$ cat src/rtl/frog_pkg.sv
// frog_pkg: shared grid geometry, start position, FSM states and move directions
package frog_pkg;
  localparam int GRID_SIZE = 32;
  localparam int H_DISPLAY = 640;
  localparam int V_DISPLAY = 480;
  localparam int START_X = 288;
  localparam int START_Y = 448;
  localparam int MAX_X = H_DISPLAY - GRID_SIZE;
  localparam int MAX_Y = V_DISPLAY - GRID_SIZE;
  typedef enum logic [1:0] {IDLE, PENDING, COOLDOWN, WIN} state_t;
  typedef enum logic [1:0] {DIR_UP, DIR_DOWN, DIR_LEFT, DIR_RIGHT} dir_t;
endpackage

$ cat src/rtl/frog_controller_debouncer.sv
// button_debouncer: 2-FF synchronizer plus stability counter producing a clean level
// ports: clk, rst_n (async active-low), btn (raw async input), level (debounced output)
module button_debouncer #(
  parameter int DEBOUNCE_CYCLES = 250000
) (
  input  logic clk,
  input  logic rst_n,
  input  logic btn,
  output logic level
);
  localparam int CW = $clog2(DEBOUNCE_CYCLES + 1);
  logic [1:0] sync;
  logic [CW-1:0] cnt;
  always_ff @(posedge clk or negedge rst_n)
    if (!rst_n) begin
      sync <= '0;
      cnt <= '0;
      level <= 1'b0;
    end else begin
      sync <= {sync[0], btn};
      if (sync[1] == level) cnt <= '0;
      else if (cnt == CW'(DEBOUNCE_CYCLES - 1)) begin
        level <= sync[1];
        cnt <= '0;
      end else cnt <= cnt + 1'b1;
    end
endmodule

$ cat src/rtl/frog_controller.sv
// frog_controller: debounced grid-step frog movement with cooldown, win/respawn and score
// ports: clk, rst_n (async active-low), btn_up/down/left/right (raw), frame_tick,
//        frog_x/frog_y (grid-aligned position), win, score
// FROG_WRAP_EN: when defined, horizontal moves wrap around the screen edges instead of clamping
module frog_controller
  import frog_pkg::*;
#(
  parameter int DEBOUNCE_CYCLES = 250000,
  parameter int COOLDOWN_FRAMES = 4,
  parameter int WIN_FRAMES = 60
) (
  input  logic       clk,
  input  logic       rst_n,
  input  logic       btn_up,
  input  logic       btn_down,
  input  logic       btn_left,
  input  logic       btn_right,
  input  logic       frame_tick,
  output logic [9:0] frog_x,
  output logic [9:0] frog_y,
  output logic       win,
  output logic [7:0] score
);
  localparam int FMAX = COOLDOWN_FRAMES > WIN_FRAMES ? COOLDOWN_FRAMES : WIN_FRAMES;
  localparam int FW = FMAX > 1 ? $clog2(FMAX) : 1;
  localparam logic [9:0] G = 10'(GRID_SIZE);
  logic [3:0] btn, lvl, lvl_q, req;
  state_t state, state_n;
  dir_t dir, dir_n;
  logic [FW-1:0] cnt, cnt_n;
  logic [9:0] x_n, y_n, mx, my, edge_l, edge_r;
  logic [7:0] score_n;
  assign btn = {btn_right, btn_left, btn_down, btn_up};
  genvar i;
  for (i = 0; i < 4; i++) begin : g_db
    button_debouncer #(.DEBOUNCE_CYCLES(DEBOUNCE_CYCLES)) u_db (
      .clk(clk), .rst_n(rst_n), .btn(btn[i]), .level(lvl[i])
    );
  end
  // only the cycle a debounced level rises counts, so held buttons never repeat
  assign req = lvl & ~lvl_q;
  assign win = state == WIN;
`ifdef FROG_WRAP_EN
  assign edge_l = 10'(MAX_X);
  assign edge_r = '0;
`else
  assign edge_l = frog_x;
  assign edge_r = frog_x;
`endif
  always_comb begin
    mx = frog_x;
    my = frog_y;
    case (dir)
      DIR_UP:   my = frog_y == '0 ? frog_y : frog_y - G;
      DIR_DOWN: my = frog_y >= 10'(MAX_Y) ? frog_y : frog_y + G;
      DIR_LEFT: mx = frog_x == '0 ? edge_l : frog_x - G;
      default:  mx = frog_x >= 10'(MAX_X) ? edge_r : frog_x + G;
    endcase
  end
  always_comb begin
    state_n = state;
    dir_n = dir;
    cnt_n = cnt;
    x_n = frog_x;
    y_n = frog_y;
    score_n = score;
    case (state)
      IDLE: if (|req) begin
        state_n = PENDING;
        dir_n = req[0] ? DIR_UP : req[1] ? DIR_DOWN : req[2] ? DIR_LEFT : DIR_RIGHT;
      end
      PENDING: if (frame_tick) begin
        x_n = mx;
        y_n = my;
        cnt_n = '0;
        state_n = my == '0 ? WIN : COOLDOWN;
        score_n = my == '0 && score != 8'hFF ? score + 8'd1 : score;
      end
      COOLDOWN: if (frame_tick) begin
        cnt_n = cnt == FW'(COOLDOWN_FRAMES - 1) ? '0 : cnt + 1'b1;
        state_n = cnt == FW'(COOLDOWN_FRAMES - 1) ? IDLE : COOLDOWN;
      end
      default: if (frame_tick) begin
        cnt_n = cnt + 1'b1;
        if (cnt == FW'(WIN_FRAMES - 1)) begin
          cnt_n = '0;
          state_n = IDLE;
          x_n = 10'(START_X);
          y_n = 10'(START_Y);
        end
      end
    endcase
  end
  always_ff @(posedge clk or negedge rst_n)
    if (!rst_n) begin
      state <= IDLE;
      dir <= DIR_UP;
      cnt <= '0;
      frog_x <= 10'(START_X);
      frog_y <= 10'(START_Y);
      score <= '0;
      lvl_q <= '0;
    end else begin
      state <= state_n;
      dir <= dir_n;
      cnt <= cnt_n;
      frog_x <= x_n;
      frog_y <= y_n;
      score <= score_n;
      lvl_q <= lvl;
    end
endmodule

$ cat config.mk
export PLATFORM = sky130hd
export DESIGN_NAME = frog_controller
export DESIGN_NICKNAME = d
export VERILOG_FILES = /design/src/rtl/frog_pkg.sv /design/src/rtl/frog_controller_debouncer.sv /design/src/rtl/frog_controller.sv
export SDC_FILE = /design/constraint.sdc
export NUM_CORES = 1
export LEC_CHECK = 0
export ABC_AREA = 1
export BUFFER_PORTS_ARGS = -buffer_cell sky130_fd_sc_hd__buf_2
export CORE_MARGIN = 4
export CORE_UTILIZATION = 36
export DETAILED_ROUTE_END_ITERATION = 6
export PLACE_DENSITY_LB_ADDON = 0.15
export SYNTH_ARGS = -nofsm -noshare
export SYNTH_HDL_FRONTEND = slang
export SYNTH_SLANG_ARGS = --single-unit
$ cat constraint.sdc
create_clock -name clk -period 3.8 [get_ports clk]
set_input_delay 0.57 -clock clk [delete_from_list [all_inputs] [get_ports clk]]
set_output_delay 0.57 -clock clk [all_outputs]
set_load 0.01 [all_outputs]
Word-level counts from Yosys, hierarchy flattened
Cells that the tools add are included.
W data, S select, Z words.

storage, ports and cells
  word-level logic and storage cells = 122
  bits in registers = 126
  output and inout port bits = 29
  bits of input ports = 7

cells by class
  $lt $le $gt $ge = 2
  bitwise operators = 8
  muxes and demuxes = 39
  $add $sub $neg = 10
  reductions and logical operators = 22
  equal/unequal tests = 22

operators with widths
  cell                     count
  $mux W18                 8
  $mux W10                 10
  $pmux W10 S2             4
  $add A18 B1 Y18 const B  4
  $eq A18 B18 Y1 const B   4
  $logic_not A10 Y1        3
  $mux W6                  5
  $add A10 B6 Y10 const B  2
  $sub A10 B6 Y10 const B  2
  $pmux W6 S3              1
  $mux W2                  8
  $reduce_and A2 Y1        6
  $ge A10 B10 Y1 const B   1
  $ge A10 B9 Y1 const B    1
  $add A8 B1 Y8 const B    1
  $ne A2 B2 Y1 const B     4
  $ne A8 B8 Y1 const B     1
  $add A6 B1 Y6 const B    1
  $eq A2 B2 Y1 const B     3
  $eq A6 B2 Y1 const B     1
  $eq A6 B6 Y1 const B     1
  $not A1 Y1               6
  $pmux W2 S3              1
  $reduce_and A3 Y1        2
  15 further kinds         23

Depth between registers and ports, before layout
  word-level depth = 7
  depth in mapped cells = 13
  mapped depth without buffers = 12

By module
Synthesis repeated with hierarchy kept, for this count alone.

unflattened totals
  cell total of the unflattened synthesis = 863
  area total of the unflattened synthesis = 6900.4 sq um

modules (own cells, without submodules)
  module            area each (sq um)  times used  sequential area each (sq um)  cells an instance
  button_debouncer  1136.1             4           525.5                         143
  frog_controller   2356.0             1           807.0                         291

Worst setup path after synthesis
Ideal clock, no wire load.

  path type = register to register
  from = register frog_y[6]
  to = register score[6]
  data required time = 3682 ps
  setup slack = 1924 ps
  buffers on the path = 1
  stages on the path, launching flop included = 13
  library setup time = 118 ps
  arrival = 1758 ps
  clock period less this slack = 1876 ps
  path through = dfstp_2 buf_6 inv_1 ha_1 inv_1 nand3_2 nand2_1 nor2_2 nand2_4 nor2_8 nand3_4 nand2_1 nand2_1

on the way
  cells in the longest elaborated chain, start to end = 6
  elaborated cells on any way between the ends = 10
  those cells by class = add/sub: 2; order compare: 1; mux: 3; reduce/logical: 4

RTL lines
  what                                     line                                          text
  from (decl)                              frog_controller.sv:20                         output logic [9:0] frog_y,
  from (signal assigned)                   frog_controller.sv:100                        frog_y <= 10'(START_Y);
  from (signal assigned)                   frog_controller.sv:108                        frog_y <= y_n;
  $add A10 B6 Y10 (tied with other cells)  frog_controller.sv:55                         DIR_DOWN: my = frog_y >= 10'(MAX_Y) ? frog_y : frog_y + G;
  $mux W10 (on tied branches)              frog_controller.sv:55, frog_controller.sv:54
  $pmux W10 S2 (*)                         frog_controller.sv:53                         case (dir)
  $logic_not A10 Y1 (*)                    frog_controller.sv:77                         score_n = my == '0 && score != 8'hFF ? score + 8'd1 : score;
  $logic_and A1 B1 Y1 (*)                  frog_controller.sv:77
  $reduce_and A3 Y1 (no line) (*)          --
  to (signal assigned)                     frog_controller.sv:109                        score <= score_n;
  to (decl)                                frog_controller.sv:22                         output logic [7:0] score

Mark *: on every way between the ends. The rest lies on a longest branch, timed or not.
A chain may end at the register's enable or synchronous reset.

Worst setup path in the final report
  from = register frog_y[6]
  to = register score[5]

The elaborated chain is that of the path after synthesis.

==> impl_results.md <==
* Max-slew headroom at 0.484
* Worst-Skew Late Latency at 0.41 ns
* Ranking of synthesized cells by area: dfrtp_1 42%, nand2_1 7.4%, inv_1 5.8%, nor2_1 5.8%, nand3_1 4.7%
* Maximum VDD drop at 0.342 mV
* CTS root buf: clkbuf_16
* GPL Wtd Cong at 0.832
* Critical Path End Type: register
* Final ANT Viol Nets at 0
* Max-slew violations at 0
* Via Count at between 5000 and 6000
* Crit start category: register
* Highest clock rate at 492 MHz
* Yosys Warn Count at 0
* DRC Markers at 0
* Asr flop ratio synth at 1.00
* Post-synth top area share at 0.424
* Worst-Margin Slew at 0.774 ns
* H-tree levels at 4
* Cell area after synthesis at 6550 µm²
* Placement Cell Area at approximately 7000 µm²
* Final worst path period share at 0.535
* Placeable Area at 17900 µm²
* DRT Wirelength at 13100 µm
* Clock Tree Buf Depth at 2
* Sequential share of the synthesized area at 0.444
* Flop2flop setup slack at 1.77 ns
* Clk sinks at 116
* Main synth FF type: dfrtp_1
* RSZ-0062 raised after global routing: no
* Largest net degree at the start of global routing at 61
* 1st-iter DRT viols at ~260
* Crit Path Max Fanout at 10
* Vias/cell at 4.74
* Die area at 20400 µm²
* Clk slew on worst S/H paths at ~0.050 ns
* Worst clock skew at 0.00700 ns
* TritonRoute pass-1 iters at 5
* Vias in the first global route at roughly 5000
* Antenna violations before repair at 0
* Post-CTS Hold Buffers at 0
* Avg Inst Size Synth at between 8 and 9 µm²
* LEAKAGE at approximately 0.0034 µW
* Port bufs at 25
* Post-route setup TNS at 0 ns
* Total grt overflow at 0
* Final design utilization at 0.418
* Fill count at approximately 1800
* Worst setup path start: frog_y[6]
* Top cell by count, worst path: nand2_1
* Hold_ws at 0.242 ns
* Final setup vio count at 0
* Syn-to-layout area delta at 14.2%
* Ratio of cells with drive above 1 in the final layout at 0.140
* CTS tree: built
* Yosys top cell by area: dfrtp_1
* CTS Buf Count at 17
* CP required at 4.10 ns
* Cell Rows at 49
* Post-route minimum period at 2.03 ns
* Pwr per Cell Area at 536 nW/µm²
* Gate Count Post-Synth at 790
* Placed wire-length estimate at 9360 µm
* Most common cell after layout, fill and taps aside: nand2_1
* Die Wd at 143 µm
* Outcome: complete, no violations
* Post-synth EDFFs at 0
* Io pins at 36
* CP peak stage delay at 0.69 ns
* WS Path Type: register to register
* Synthesized flop and latch total at 116
* Reg area at 2910 µm²
* Initial Utilization at 0.366
* DR WL/cell at 12.2 µm
* Post_cts resized at 0
* Critical path's slowest cell: dfstp_2
* R2R Path Start: frog_y[6]
* Max_cap viols at 0
* Worst min path class: primary input to asynchronous set/reset pin
* Ant diodes at 0
* Most frequent cells in the layout: 130 x nand2_1, 111 x dfrtp_1, 102 x inv_1, 102 x nor2_1, 61 x nand3_1
* Die height at 143 µm
* CP Cell Sequence: inv_1, ha_1, inv_1, nand3_2, nand2_1, nor2_2, nand2_4, nor2_8, nand3_4, nand2_1, nand2_1
* Final nets at between 800 and 900
* Design area at 7480 µm²
* Postcts setup bufs at 0
* Critical path arrival at between 2 and 2.5 ns
* Total track usage at 0.140
* First-pass GRT wire length at approximately 23000 µm
* Area of the multi-input gates at 3120 µm²
* Netlist cell types at 53
* Final Hold Violating Endpoints at 0
critical path: cells and delay by family (launching register included):
kind                       cells  cell delay, ns
buffers and inverters          2            0.16
DFF                            1            0.69
and+or+nand+nor                8            0.76
adders and majority gates      1            0.30
flip-flops by register name, summed over array words and instances, names as in the netlist:
name and count:
g_db.u_db.sync 8, g_db.u_db.level 4, g_db.u_db.cnt 72, frog_y 5, cnt 6, lvl_q 4, dir 2, frog_x 5
state 2, score 8
path summary, 6_finish.rpt:
path,end,depth (start not counted)
worst max-delay path,score[5],11
max in group asynchronous,frog_y[6],2
worst min register to register,g_db[2].u_db.sync[1],0
worst max register to register,score[5],11
worst min-delay path,score[3],1
min in group clk,g_db[0].u_db.sync[0],1
per-layer routing:
metal	global-route usage	vias up	wire length, µm
met5	0	-	0
met4	0.0590	0	167
met3	0.0291	14	400
met1	0.190	2343	6610
met2	0.217	65	5880
li1	-	2640	-
Yosys cell counts, types with 4 or more instances:
| library cell | count |
|---|---|
| nand2_1 | 130 |
| dfrtp_1 | 111 |
| inv_1 | 102 |
| nor2_1 | 102 |
| nand3_1 | 61 |
| xor2_1 | 32 |
| nor3_1 | 31 |
| nand4_1 | 27 |
| o21ai_0 | 25 |
| a21oi_1 | 22 |
| ha_1 | 15 |
| nor2_2 | 11 |
| xnor2_1 | 11 |
| buf_4 | 10 |
| nor3b_1 | 10 |
| nand3_2 | 9 |
| inv_2 | 8 |
| nand2_2 | 6 |
| dfstp_2 | 5 |
| and3_1 | 4 |
| buf_6 | 4 |
| nor4_1 | 4 |
| o22ai_1 | 4 |
power breakdown:
part / total, µW / internal (µW) / switching, µW
clock network: 1610 / 1060 / 549
registers: 1500 / 1350 / 151
logic: 900 / 335 / 565
total: 4010 / 2750 / 1260
metrics by stage:
stage | total power, µW | instances | setup slack (ns)
global route | 4270 | 1069 | 1.54
finish | 4010 | 1069 | 1.77
CTS | 4060 | 1069 | 1.78
floorplan | 2210 | 799 | 1.92
detailed placement | 2430 | 1037 | 1.76
global placement | 2430 | 1037 | 1.78
cell families (layout without fill, tap and decap cells):
family / count (synthesis) / count (layout) / synth area share
compound gates: 66 / 66 / 0.0605
xor+xnor: 43 / 43 / 0.0575
fa+ha+maj: 16 / 16 / 0.0317
buf+inv: 129 / 170 / 0.0857
flops: 116 / 116 / 0.444
mux: 2 / 2 / 0.00344
other cells: 1 / 10 / 0.000572
simple gates: 417 / 417 / 0.317
layout make-up:
type                            count  area share
Multi-Input combinational cell    554       0.416
Sequential cell                   116       0.389
Clock buffer                       22      0.0621
Inverter                          112      0.0572
Tap cell                          229      0.0383
Timing Repair Buffer               26      0.0197
Clock inverter                     10      0.0174
No activity file was read; power rests on OpenSTA's default activity.
